[config.mk]
export PLATFORM = sky130hd
export DESIGN_NAME = axi_st_h2h_patgen_top_flat
export DESIGN_NICKNAME = d
export VERILOG_FILES = /design/src/rtl/axi_st_h2h_patgen_top_if.sv /design/src/rtl/axi_st_h2h_patgen_top.sv /design/src/flat_wrapper.sv
export SDC_FILE = /design/constraint.sdc
export NUM_CORES = 1
export LEC_CHECK = 0
export BUFFER_PORTS_ARGS = -buffer_cell sky130_fd_sc_hd__buf_2
export CAP_MARGIN = 40
export CORE_AREA = 2 2 211 213
export CTS_CLUSTER_DIAMETER = 80
export DETAILED_ROUTE_END_ITERATION = 6
export DIE_AREA = 0 0 213 215
export SLEW_MARGIN = 15
export SYNTH_ARGS = -nofsm -noshare
export SYNTH_HDL_FRONTEND = slang
export SYNTH_SLANG_ARGS = --single-unit
[constraint.sdc]
create_clock -name wrclk -period 6.65 [get_ports wrclk]
set_input_delay 1.33 -clock wrclk [delete_from_list [all_inputs] [get_ports wrclk]]
set_output_delay 1.33 -clock wrclk [all_outputs]
set_load 0.03 [all_outputs]
[src/rtl/axi_st_h2h_patgen_top_if.sv]
// AXI-Stream transmit channel between the H2H pattern generator and the link.
// The master drives the data and valid signals; the slave drives ready.
interface axi_st_h2h_patgen_top_if #(
  parameter int unsigned AXI_CHNL_NUM = 4
) ();

  logic [64*AXI_CHNL_NUM-1:0] axist_tx_data;
  logic                       axist_tx_tvalid;
  logic                       axist_tx_tready;

  modport master (
    output axist_tx_data,
    output axist_tx_tvalid,
    input  axist_tx_tready
  );

  modport slave (
    input  axist_tx_data,
    input  axist_tx_tvalid,
    output axist_tx_tready
  );

endinterface

[src/rtl/axi_st_h2h_patgen_top.sv]
// AXI-Stream simplex pattern generator feeding the H2H pattern checker.
// Sends a burst or a continuous stream of deterministic words. Every accepted word
// is mirrored into the checker's expected-data FIFO.
// Optional feature macro: AXIST_PATGEN_PRBS_EN builds per-lane PRBS LFSRs
// (x^31 + x^28 + 1). Without it the pattern is always incrementing.
module axi_st_h2h_patgen_top #(
  parameter int unsigned AXI_CHNL_NUM = 4
) (
  input  logic                        wrclk,
  input  logic                        rst_n,
  input  logic                        patgen_en,
  input  logic [8:0]                  patgen_cnt,
  input  logic                        cntuspatt_en,
  input  logic                        patgen_mode,
  axi_st_h2h_patgen_top_if.master     axist_tx,
  input  logic                        chkr_fifo_full,
  output logic [64*AXI_CHNL_NUM-1:0]  patgen_din,
  output logic                        patgen_din_wr,
  output logic [8:0]                  patgen_sent_cnt,
  output logic                        patgen_busy,
  output logic                        patgen_done,
  output logic                        patgen_ovf
);

  localparam int unsigned DW = 64 * AXI_CHNL_NUM;

  typedef enum logic [1:0] {StIdle, StRun, StDone} state_e;

  state_e      state_q, state_d;
  logic        patgen_en_q, cntus_en_q;
  logic        cont_q, stop_q, ovf_q;
  logic        tvalid_q, tvalid_d;
  logic [8:0]  rem_q, sent_q;
  logic [31:0] idx_q;
  logic        start_burst, start_cont, start, cont_fall, stop_now, accept, owed_next;
  logic        use_prbs;
  logic [DW-1:0] pat_data, tx_data;

  assign start_burst = patgen_en & ~patgen_en_q;
  assign start_cont  = cntuspatt_en & ~cntus_en_q;
  assign start       = (state_q == StIdle) & (start_burst | start_cont);
  assign cont_fall   = ~cntuspatt_en & cntus_en_q;
  // Stop request includes the falling edge seen this very cycle
  assign stop_now    = cont_q & (stop_q | cont_fall);
  assign accept      = tvalid_q & axist_tx.axist_tx_tready;

  // Whether another word is owed once this cycle's accept (if any) is counted
  always_comb begin
    owed_next = 1'b0;
    if (cont_q) begin
      owed_next = ~stop_now;
    end else if (accept) begin
      owed_next = (rem_q > 9'd1);
    end else begin
      owed_next = (rem_q != 9'd0);
    end
  end

  // FSM next state and transmit valid
  always_comb begin
    state_d  = state_q;
    tvalid_d = tvalid_q;
    unique case (state_q)
      StIdle: begin
        tvalid_d = 1'b0;
        if (start) state_d = StRun;
      end
      StRun: begin
        if (tvalid_q && !axist_tx.axist_tx_tready) begin
          // A raised beat is held until the handshake, even if the checker fills up
          tvalid_d = 1'b1;
        end else if (!owed_next) begin
          tvalid_d = 1'b0;
          state_d  = StDone;
        end else begin
          tvalid_d = ~chkr_fifo_full;
        end
      end
      StDone: begin
        tvalid_d = 1'b0;
        state_d  = StIdle;
      end
      default: begin
        tvalid_d = 1'b0;
        state_d  = StIdle;
      end
    endcase
  end

  // FSM state, edge-detect copies and transmit valid
  always_ff @(posedge wrclk or negedge rst_n) begin
    if (!rst_n) begin
      state_q     <= StIdle;
      tvalid_q    <= 1'b0;
      patgen_en_q <= 1'b0;
      cntus_en_q  <= 1'b0;
    end else begin
      state_q     <= state_d;
      tvalid_q    <= tvalid_d;
      patgen_en_q <= patgen_en;
      cntus_en_q  <= cntuspatt_en;
    end
  end

  // Burst bookkeeping: remaining/sent counters, word index, mode and overflow flags
  always_ff @(posedge wrclk or negedge rst_n) begin
    if (!rst_n) begin
      cont_q <= 1'b0;
      stop_q <= 1'b0;
      rem_q  <= 9'd0;
      sent_q <= 9'd0;
      idx_q  <= 32'd0;
      ovf_q  <= 1'b0;
    end else if (start) begin
      cont_q <= start_cont;
      stop_q <= 1'b0;
      rem_q  <= patgen_cnt;
      sent_q <= 9'd0;
      idx_q  <= 32'd0;
      ovf_q  <= 1'b0;
    end else begin
      if (state_q == StRun && cont_fall) stop_q <= 1'b1;
      if (accept) begin
        sent_q <= sent_q + 9'd1;
        idx_q  <= idx_q + 32'd1;
        if (!cont_q) rem_q <= rem_q - 9'd1;
        if (chkr_fifo_full) ovf_q <= 1'b1;
      end
    end
  end

`ifdef AXIST_PATGEN_PRBS_EN
  logic [31:0] lfsr_q [AXI_CHNL_NUM];
  logic        mode_q;

  assign use_prbs = mode_q;

  // Per-lane Fibonacci LFSRs, reseeded on start and stepped once per accept
  always_ff @(posedge wrclk or negedge rst_n) begin
    if (!rst_n) begin
      mode_q <= 1'b0;
      for (int k = 0; k < AXI_CHNL_NUM; k++) lfsr_q[k] <= 32'd1 + 32'(k);
    end else if (start) begin
      mode_q <= patgen_mode;
      for (int k = 0; k < AXI_CHNL_NUM; k++) lfsr_q[k] <= 32'd1 + 32'(k);
    end else if (accept) begin
      for (int k = 0; k < AXI_CHNL_NUM; k++) begin
        lfsr_q[k] <= {lfsr_q[k][30:0], lfsr_q[k][30] ^ lfsr_q[k][27]};
      end
    end
  end
`else
  logic unused_mode;

  assign unused_mode = patgen_mode;
  assign use_prbs    = 1'b0;
`endif

  // Build the current word from the index (or LFSRs); stable until accepted
  always_comb begin
    pat_data = '0;
    for (int k = 0; k < AXI_CHNL_NUM; k++) begin
      pat_data[64*k +: 64] = {8'(k), 24'hC0FFEE, idx_q};
`ifdef AXIST_PATGEN_PRBS_EN
      if (use_prbs) pat_data[64*k +: 64] = {lfsr_q[k], ~lfsr_q[k]};
`endif
    end
  end

  // Data is zero when no beat is offered so outputs read 0 out of reset
  assign tx_data                  = tvalid_q ? pat_data : '0;
  assign axist_tx.axist_tx_data   = tx_data;
  assign axist_tx.axist_tx_tvalid = tvalid_q;

  assign patgen_din_wr   = accept;
  assign patgen_din      = accept ? tx_data : '0;
  assign patgen_sent_cnt = sent_q;
  assign patgen_busy     = (state_q == StRun);
  assign patgen_done     = (state_q == StDone);
  assign patgen_ovf      = ovf_q;

endmodule

[src/flat_wrapper.sv]
// flat-port wrapper written by rule: the top's interface ports become plain ports
module axi_st_h2h_patgen_top_flat 
#(
  parameter int unsigned AXI_CHNL_NUM = 4
)
  (wrclk, rst_n, patgen_en, patgen_cnt, cntuspatt_en, patgen_mode, chkr_fifo_full, patgen_din, patgen_din_wr, patgen_sent_cnt, patgen_busy, patgen_done, patgen_ovf, axist_tx_axist_tx_data, axist_tx_axist_tx_tvalid, axist_tx_axist_tx_tready);
  axi_st_h2h_patgen_top_if #(.AXI_CHNL_NUM(AXI_CHNL_NUM)) axist_tx_i ();
  input  logic wrclk;
  input  logic rst_n;
  input  logic patgen_en;
  input  logic [8:0] patgen_cnt;
  input  logic cntuspatt_en;
  input  logic patgen_mode;
  input  logic chkr_fifo_full;
  output logic [64*AXI_CHNL_NUM-1:0] patgen_din;
  output logic patgen_din_wr;
  output logic [8:0] patgen_sent_cnt;
  output logic patgen_busy;
  output logic patgen_done;
  output logic patgen_ovf;
  output wire logic [$bits(axist_tx_i.axist_tx_data)-1:0] axist_tx_axist_tx_data;
  output wire logic [$bits(axist_tx_i.axist_tx_tvalid)-1:0] axist_tx_axist_tx_tvalid;
  input wire logic [$bits(axist_tx_i.axist_tx_tready)-1:0] axist_tx_axist_tx_tready;
  assign axist_tx_axist_tx_data = axist_tx_i.axist_tx_data;
  assign axist_tx_axist_tx_tvalid = axist_tx_i.axist_tx_tvalid;
  assign axist_tx_i.axist_tx_tready = axist_tx_axist_tx_tready;
  axi_st_h2h_patgen_top #(.AXI_CHNL_NUM(AXI_CHNL_NUM)) u_core (.wrclk(wrclk), .rst_n(rst_n), .patgen_en(patgen_en), .patgen_cnt(patgen_cnt), .cntuspatt_en(cntuspatt_en), .patgen_mode(patgen_mode), .axist_tx(axist_tx_i), .chkr_fifo_full(chkr_fifo_full), .patgen_din(patgen_din), .patgen_din_wr(patgen_din_wr), .patgen_sent_cnt(patgen_sent_cnt), .patgen_busy(patgen_busy), .patgen_done(patgen_done), .patgen_ovf(patgen_ovf));
endmodule
==> results.md <==
- Core area: about 0.044 mm2
- TritonCTS clock tree: built
- Hold Worst Slack: just under 0.5 ns
- CTS Buffer Depth: 2
- Overall power: approximately 2.3 mW
- Leakage power: ~4.3 nW
- CP max stage cell: buf_4
- Final TNS setup: 0 ns
- Worst-Skew Late Latency: 0.33 ns
- DRC: 0
- Unique masters post-synth: 48
- Crit end category: primary output
- Dpl cells: approximately 1500
- Cts hold-fix bufs: 0
- Sw Pwr: 1.27 mW
- Via density: ~3.3
- Cells after synthesis: between 800 and 900
- Post-synth EDFFs: 0
- Routability cong.: just over 0.7
- GRT Total Usage: 0.0722
- Post-CTS setup buffers: 0
- Logic pwr share: 0.577
- Cell-internal power: approximately 1.0 mW
- Post-layout instance area: between 0.007 and 0.008 mm2
- Crit Path Max Fanout: 75
- RSZ-0062 raised after global routing: no
- Clock network fraction of design power: 0.218
- PortBufs: 420
- Syn Std Cell Area: about 0.0068 mm2
- Async set-or-reset flop fraction in the synthesized netlist: 1.00
- Layout cell share with drive strength beyond 1: 0.491
- Slew headroom: 0.477
- Measured slew at the worst slew-check pin: slightly below 0.8 ns
- Root buffer cell: clkbuf_16
- Startpoint type of the worst setup path: primary input
- # clock sinks: 58
- Post-DP Area: 0.00673 mm2
- WL final: between 15000 and 20000 um
- Routed len/inst: roughly 12 um
- Final Hold Vio Count: 0
- Pin count of the biggest net entering global routing: 79
- Tcrit/Tclk final: 0.680
- Io pins: around 540
- Post-route antenna net violation count: 0
- DR pass1 iterations: 4
- Die height: roughly 220 um
- Post_cts resized: 0
- First-pass GRT wire length: 24800 um
- Crit path buffers/inverters: 5
- Commonest register cell after synthesis: dfrtp_1
- Avg Inst Size Synth: between 8 and 9 um2
- Via count: 4963
- Final Net Count: ~950
- Post-DP HPWL: 14900 um
- Die Footprint: roughly 0.046 mm2
- Status: finished clean
- WP data required: between 5 and 6 ns
- Seq pwr share: 0.205
- Hold Path Class: reg -> reg
- Worst Setup Path Type: in -> out
- Slew Limit Fails: 0
- FP Rows: slightly below 80
- Die span in x: approximately 210 um
- CTS H-tree depth: 3
- Period minus WS final: 4.52 ns
- Setup Skew: between 0.01 and 0.015 ns
- Setup-failing EPs final: 0
- Initial detailed-routing violation count: between 150 and 200
- Crit path cell chain: buf_2 -> buf_4 -> nand2_1 -> inv_2 -> buf_4 -> buf_2
- Clock slew at reported path FFs: 0.05 ns
- Initial core utilization: 0.157
- Crit path max-delay family: buffers and inverters
- Sequential-to-total area share from yosys stat: 0.212
- Arr. time, crit path: 3.19 ns
- F_max: 221 MHz
- Grt total ovfl: 0
- Vias in the first global route: 3916
- Fill cells: 4946
- Peak VDD IR: 195 uV
- Max-cap viol count: 0
- Layout area overhead: 3.68%
- Switching Fraction: 0.549
- Initial antenna violation count: 1
- Pwr Density: between 300 and 400 mW/mm2
- Synthesis-stage register bit count: 58
- Max stage delay on crit path: 0.50 ns
- YS warnings: 0
- CTS Buf Count: 9
- Layout Cells excl Fill: about 1500
cells in the mapped netlist, drive strengths merged, types with 6 or more instances:
cell type,n,area share
o21ai,17,0.012
and3,33,0.030
xor2,18,0.023
clkbuf,18,0.0099
nor2,25,0.014
nand3,13,0.0095
or4,17,0.019
inv,9,0.0049
dfrtp,58,0.21
xnor2,7,0.0090
nor4,6,0.0055
a21oi,22,0.016
nand4,15,0.015
and2,33,0.031
or3,6,0.0057
o31ai,13,0.014
nand2,36,0.020
buf,452,0.50
stage by stage:
| step | utilization | setup WS [ns] |
|---|---|---|
| detailed placement | 0.154 | 2.04 |
| floorplan | - | 0.920 |
| global placement | 0.153 | 2.09 |
| finish | 0.162 | 2.13 |
| global route | 0.162 | 1.91 |
| CTS | 0.162 | 2.04 |
metal layers:
metal | track usage | routed length, um | vias to the layer above
li1 | - | - | 2364
met2 | 0.130 | 9330 | 263
met5 | 0 | 0 | -
met3 | 0.0117 | 1150 | 8
met4 | 0.0145 | 160 | 0
met1 | 0.0899 | 7970 | 2328
state kept, by name, summed over array words and instances, names as in the netlist:
| signal | cells |
|---|---|
| u_core.cont_q | 1 |
| u_core.idx_q | 32 |
| u_core.state_q | 2 |
| u_core.patgen_ovf | 1 |
| u_core.stop_q | 1 |
| u_core.rem_q | 9 |
| u_core.axist_tx.axist_tx_tvalid | 1 |
| u_core.patgen_en_q | 1 |
| u_core.cntus_en_q | 1 |
| u_core.patgen_sent_cnt | 9 |
cell usage in the layout, fill, tap and decap left out, drive strengths merged, types with 17 or more instances in the layout:
cell type    n
nand2       36
dfrtp       58
or4         17
buf        427
a21oi       22
and3        33
xor2        18
o21ai       17
conb       120
nor2        25
and2        33
power groups by stage:
stage | sequential (mW) | clock [mW] | combinational [mW]
after CTS | 0.476 | 0.519 | 1.35
after floorplan | 0.517 | 0 | 1.37
after detailed placement | 0.482 | 0 | 1.35
final | 0.474 | 0.503 | 1.33
after global routing | 0.484 | 0.534 | 1.43
after global placement | 0.479 | 0 | 1.32
worst reg2reg max path: stages, from the launching register on:
cell	delay (ns)
dfrtp_4	0.40
buf_4	0.39
buf_16	0.29
and4_1	0.45
nand3_1	0.36
or4_1	0.59
a21oi_1	0.17
cells by family (layout without fill, tap and decap cells):
group	count (synthesis)	in the layout	synth area share
adder cells (fa/ha/maj)	5	5	0.00916
buffers and inverters	479	452	0.513
flip-flops	58	58	0.212
XOR/XNOR	25	25	0.0321
AO/OA/AOI/OAI	62	62	0.0549
other	1	121	0.000549
AND/OR/NAND/NOR	208	208	0.175
multiplexers	2	2	0.00293
area by class of cell:
| cell class | count | area (um2) | area share |
|---|---|---|---|
| Multi-Input combinational cell | 422 | 2320 | 0.328 |
| Timing Repair Buffer | 427 | 2210 | 0.312 |
| Sequential cell | 58 | 1460 | 0.205 |
| Tap cell | 592 | 741 | 0.105 |
| Clock buffer | 9 | 225 | 0.0318 |
| Clock inverter | 7 | 93.8 | 0.0132 |
| Inverter | 9 | 33.8 | 0.00477 |
| Antenna cell | 1 | 2.50 | 0.000353 |
worst paths after layout:
kind                       depth (start not counted)                            start  slack, ns                               to
min in group asynchronous                          2                            rst_n       0.89                 u_core.idx_q[22]
max reg2reg                                        6  u_core.axist_tx.axist_tx_tvalid       3.94                 u_core.idx_q[21]
min reg2reg                                        1                u_core.state_q[1]       0.49                u_core.state_q[0]
min                                                1                u_core.state_q[1]       0.49                u_core.state_q[0]
max                                                6         axist_tx_axist_tx_tready       2.13                   patgen_din[40]
max in group asynchronous                          3                            rst_n       5.23  u_core.axist_tx.axist_tx_tvalid
(Power assumes the default switching activity.)
